==> src/rtl/bottle_seq_ctrl.sv <==
// Batch sequencer for the pill-bottling datapath: operator keys, BCD target entry,
// paced pill-drop tick generation and timed batch-complete alarm.
module bottle_seq_ctrl #(
    parameter int unsigned TICK_DIV  = 50,
    parameter int unsigned ALARM_CYC = 8
) (
    input  logic       CLK,
    input  logic       RST,
    input  logic       key_start,
    input  logic       key_pause,
    input  logic       key_set,
    input  logic       key_digit_vld,
    input  logic [3:0] key_digit,
    input  logic       sel_field,
    input  logic       allFull,
    output logic [3:0] maxL,
    output logic [3:0] maxH,
    output logic [3:0] bot_maxL,
    output logic [3:0] bot_maxH,
    output logic       isWork,
    output logic       EN_set,
    output logic       clr,
    output logic       pill_tick,
    output logic       alarm,
    output logic       cfg_err,
    output logic [2:0] state
);

    localparam int unsigned DW = $clog2(TICK_DIV);
    localparam int unsigned AW = $clog2(ALARM_CYC + 1);
    localparam logic [DW-1:0] DIV_LAST  = DW'(TICK_DIV - 1);
    localparam logic [AW-1:0] ALARM_TOP = AW'(ALARM_CYC - 1);

    typedef enum logic [2:0] {
        IDLE  = 3'd0,
        SET   = 3'd1,
        RUN   = 3'd2,
        PAUSE = 3'd3,
        FULL  = 3'd4
    } state_t;

    state_t        cur, nxt;
    logic [DW-1:0] div, div_nxt;
    logic [AW-1:0] acnt, acnt_nxt;
    logic [3:0]    maxL_nxt, maxH_nxt, bot_maxL_nxt, bot_maxH_nxt;
    logic          clr_nxt, tick_nxt, alarm_nxt, cfg_err_nxt, tgt_ok;

    assign state = cur;

    always_comb begin
        nxt          = cur;
        div_nxt      = div;
        acnt_nxt     = acnt;
        maxL_nxt     = maxL;
        maxH_nxt     = maxH;
        bot_maxL_nxt = bot_maxL;
        bot_maxH_nxt = bot_maxH;
        clr_nxt      = 1'b0;
        tick_nxt     = 1'b0;
        alarm_nxt    = 1'b0;
        cfg_err_nxt  = 1'b0;
        tgt_ok       = ({maxH, maxL} != 8'h00) && ({bot_maxH, bot_maxL} != 8'h00);

        // A pause key, even where it has no effect, still masks a same-cycle start.
        case (cur)
            IDLE: begin
                if (key_set) begin
                    nxt = SET;
                end else if (key_start && !key_pause) begin
                    if (tgt_ok) begin
                        nxt     = RUN;
                        clr_nxt = 1'b1;
                        div_nxt = '0;
                    end else begin
                        cfg_err_nxt = 1'b1;
                    end
                end
            end
            SET: begin
                if (key_set) nxt = IDLE;
                if (key_digit_vld && key_digit <= 4'd9) begin
                    if (sel_field) begin
                        bot_maxH_nxt = bot_maxL;
                        bot_maxL_nxt = key_digit;
                    end else begin
                        maxH_nxt = maxL;
                        maxL_nxt = key_digit;
                    end
                end
            end
            RUN: begin
                if (key_set) begin
                    nxt = SET;
                end else if (key_pause) begin
                    nxt = PAUSE;
                end else if (allFull) begin
                    nxt       = FULL;
                    alarm_nxt = 1'b1;
                    acnt_nxt  = ALARM_TOP;
                end else if (div == DIV_LAST) begin
                    div_nxt  = '0;
                    tick_nxt = 1'b1;
                end else begin
                    div_nxt = div + 1'b1;
                end
            end
            PAUSE: begin
                if (key_set) nxt = SET;
                else if (key_start && !key_pause) nxt = RUN;
            end
            FULL: begin
                if (key_set) begin
                    nxt      = SET;
                    acnt_nxt = '0;
                end else if (key_start && !key_pause) begin
                    nxt      = RUN;
                    clr_nxt  = 1'b1;
                    div_nxt  = '0;
                    acnt_nxt = '0;
                end else if (acnt != '0) begin
                    acnt_nxt  = acnt - 1'b1;
                    alarm_nxt = 1'b1;
                end
            end
            default: nxt = IDLE;
        endcase
    end

    always_ff @(posedge CLK or posedge RST) begin
        if (RST) begin
            cur       <= IDLE;
            div       <= '0;
            acnt      <= '0;
            maxL      <= '0;
            maxH      <= '0;
            bot_maxL  <= '0;
            bot_maxH  <= '0;
            isWork    <= 1'b0;
            EN_set    <= 1'b0;
            clr       <= 1'b0;
            pill_tick <= 1'b0;
            alarm     <= 1'b0;
            cfg_err   <= 1'b0;
        end else begin
            cur       <= nxt;
            div       <= div_nxt;
            acnt      <= acnt_nxt;
            maxL      <= maxL_nxt;
            maxH      <= maxH_nxt;
            bot_maxL  <= bot_maxL_nxt;
            bot_maxH  <= bot_maxH_nxt;
            isWork    <= (nxt == RUN) || (nxt == PAUSE);
            EN_set    <= (nxt == SET);
            clr       <= clr_nxt;
            pill_tick <= tick_nxt;
            alarm     <= alarm_nxt;
            cfg_err   <= cfg_err_nxt;
        end
    end

endmodule

==> config.mk <==
export PLATFORM = sky130hd
export DESIGN_NAME = bottle_seq_ctrl
export DESIGN_NICKNAME = d
export VERILOG_FILES = /design/src/rtl/bottle_seq_ctrl.sv
export SDC_FILE = /design/constraint.sdc
export NUM_CORES = 1
export LEC_CHECK = 0
export ABC_AREA = 1
export ABC_CLOCK_PERIOD_IN_PS = 3200
export CAP_MARGIN = 30
export CORE_ASPECT_RATIO = 0.5
export CORE_UTILIZATION = 25
export CTS_BUF_LIST = sky130_fd_sc_hd__clkbuf_8
export CTS_CLUSTER_SIZE = 40
export DETAILED_ROUTE_END_ITERATION = 7
export GPL_TIMING_DRIVEN = 0
export REMOVE_ABC_BUFFERS = 1
export SLEW_MARGIN = 0
export SYNTH_ARGS = -nofsm -noshare
export SYNTH_HDL_FRONTEND = slang
export SYNTH_SLANG_ARGS = --single-unit
==> constraint.sdc <==
create_clock -name CLK -period 3.2 [get_ports CLK]
set_input_delay 0.32 -clock CLK [delete_from_list [all_inputs] [get_ports CLK]]
set_output_delay 0.32 -clock CLK [all_outputs]
set_load 0.05 [all_outputs]
==> run summary <==
status - finished, final reports clean
register area share after synthesis - 0.442
max-slew violation count - 0
Hold Crit Class - input pin to async pin
Worst Path Buf+Inv - 1
post-CTS sizing - 0
WP data arrival - 1.66 ns
ranking of synthesized cells by area - dfrtp_1 (44%), nand2_1 (14%), o21ai_2 (7.5%), inv_1 (6.6%), nand3_1 (5.3%)
Top delay family on crit path - buffers and inverters
placer congestion estimate - 0.808
post-DR wirelength/cell - 10.5 um
layout cell share with drive strength beyond 1 - 0.146
initial antenna violation count - 0
# Max-Cap Violations - 0
Worst-Margin Slew - 0.734 ns
1st-iter DRT viols - 125
dpl cells - 396
largest net degree at the start of global routing - 36
Clock Latency Late Sink - 0.28 ns
fmax - 506 MHz
Commonest cells post-synth - nand2_1 (75), dfrtp_1 (35), inv_1 (35), nor2_1 (25), nand3_1 (21)
Post-DP HPWL - 3170 um
PwrDens - 865 nW/um^2
top fanout value on the critical path - 8
global route overflow - 0
drt pass-1 iters - 4
Clock Skews - 0.00488 ns
CP max stage cell - clkdlybuf4s50_1
Mapped Cells - 254
Final setup viols - 0
GRT Util Overall - 0.113
Async S/R FF share, synth - 1.00
CP required - 2.88 ns
sum of negative setup slack - 0 ns
FF+latch count, synth - 35
critical-path cell list - clkdlybuf4s50_1
RSZ-0062 raised after global routing - false
Static Leak - 0.00123 uW
Inserted Clock Buffers - 5
Routed Antenna Nets - 0
fin crit share - 0.618
first-pass GRT wire length - 7420 um
CTS tree - yes
Ant. Diodes - 0
DRC Markers - 0
Ports - 37
Synth Warn # - 0
Post-synth EDFFs - 0
Period minus WS final - 1.98 ns
Max IR drop VDD - 323 uV
initial core utilization - 0.264
CP Class - register to output pin
routed via count - 1642
Sink Count - 35
Final Power - 2200 uW
Max-slew headroom - 0.510
cell area after synthesis - 1980 um^2
die height - 64.9 um
die extent in x - 128 um
Cell variety after synth - 28
I/O Buffers - 36
Yosys top cell area share - 0.442
DR vias/cell - 4.07
Hold Worst Slack - 0.501 ns
Final Non-Filler Cells - 403
num rows - 22
main flop type after synthesis - dfrtp_1
Post-CTS Repair Setup Buffers - 0
area leader, netlist - dfrtp_1
Avg Cell Area, Syn - 7.79 um^2
Longest Clk Path Bufs - 2
die footprint - 8300 um^2
Clock Tree Root - clkbuf_8
most frequent cell after synthesis - nand2_1
crit-path max cell delay - 0.87 ns
H-tree Lvls - 2
final wirelength - 4230 um
Critical Path End Type - output pin
CTS clk-pin slew, worst paths - 0.07 ns
synthesis-to-layout area growth - 28.3%
hold_buf cts - 0
CP startpoint kind - register
final hold violations - 0
vias in the first global route - 1550
core area - 7490 um^2
Final nets - 311
## where the power goes
part           internal, uW  total, uW  switching, uW
clock                   169        326            157
sequential              577        703            126
combinational           385       1170            782
total                  1130       2200           1070
## cell type report
class / count / area [um^2]
clock buffer: 6 / 82.6
clock inverter: 1 / 5.00
fill: 786 / 4950
inverter: 38 / 143
multi-input combinational: 179 / 938
sequential: 35 / 876
tap: 108 / 135
timing repair buffer: 36 / 360
## flip-flops by register name, summed over array words and instances (netlist names)
name / cells
clr: 1
pill_tick: 1
cfg_err: 1
EN_set: 1
bot_maxL: 4
maxL: 4
isWork: 1
maxH: 4
alarm: 1
div: 6
bot_maxH: 4
acnt: 4
state: 3
## per-layer routing
metal	global-route usage	routed length, um
met5	0	0
met4	0.0353	44
met3	0.0256	126
met2	0.175	1850
met1	0.157	2210
## logic make-up after synthesis
group | count (synthesis) | synth area share
AND/OR/NAND/NOR | 143 | 0.333
AO/OA/AOI/OAI | 31 | 0.112
flip-flops | 35 | 0.442
XOR/XNOR | 1 | 0.00443
adder cells (fa/ha/maj) | 4 | 0.0253
buffers and inverters | 40 | 0.0834
## worst paths after layout
path / slack [ns] / to / startpoint / cells past startpoint
max in group asynchronous: 2.23 / bot_maxH[1] / RST / 2
worst max-delay path: 1.22 / state[1] / state[1] / 1
worst max register to register: 1.73 / div[5] / state[1] / 5
worst min register to register: 0.51 / maxL[3] / maxL[3] / 2
min in group CLK: 0.51 / maxL[3] / maxL[3] / 2
worst min-delay path: 0.50 / maxH[2] / RST / 2
## stage by stage
stage / util / setup WS (ns) / cell area, um^2
after global placement: 0.328 / 1.20 / 2450
after global routing: 0.339 / 1.16 / 2540
after floorplan: - / 1.59 / 1960
final: 0.339 / 1.22 / 2540
after CTS: 0.339 / 1.21 / 2540
after detailed placement: 0.328 / 1.38 / 2450
## cell usage in the layout (no fill, tap or decap), types with 2 or more instances in the layout
| cell | n |
|---|---|
| nor2_2 | 2 |
| nand3_1 | 21 |
| nor3_1 | 3 |
| inv_2 | 4 |
| dfrtp_1 | 35 |
| o21ai_2 | 17 |
| nor2_1 | 25 |
| nand2_1 | 75 |
| clkbuf_8 | 6 |
| a21oi_1 | 4 |
| ha_1 | 4 |
| inv_1 | 34 |
| nand2_2 | 6 |
| clkdlybuf4s50_1 | 36 |
| o21ai_0 | 7 |
| o21ai_1 | 2 |
Power figures use the tool's default switching activity.
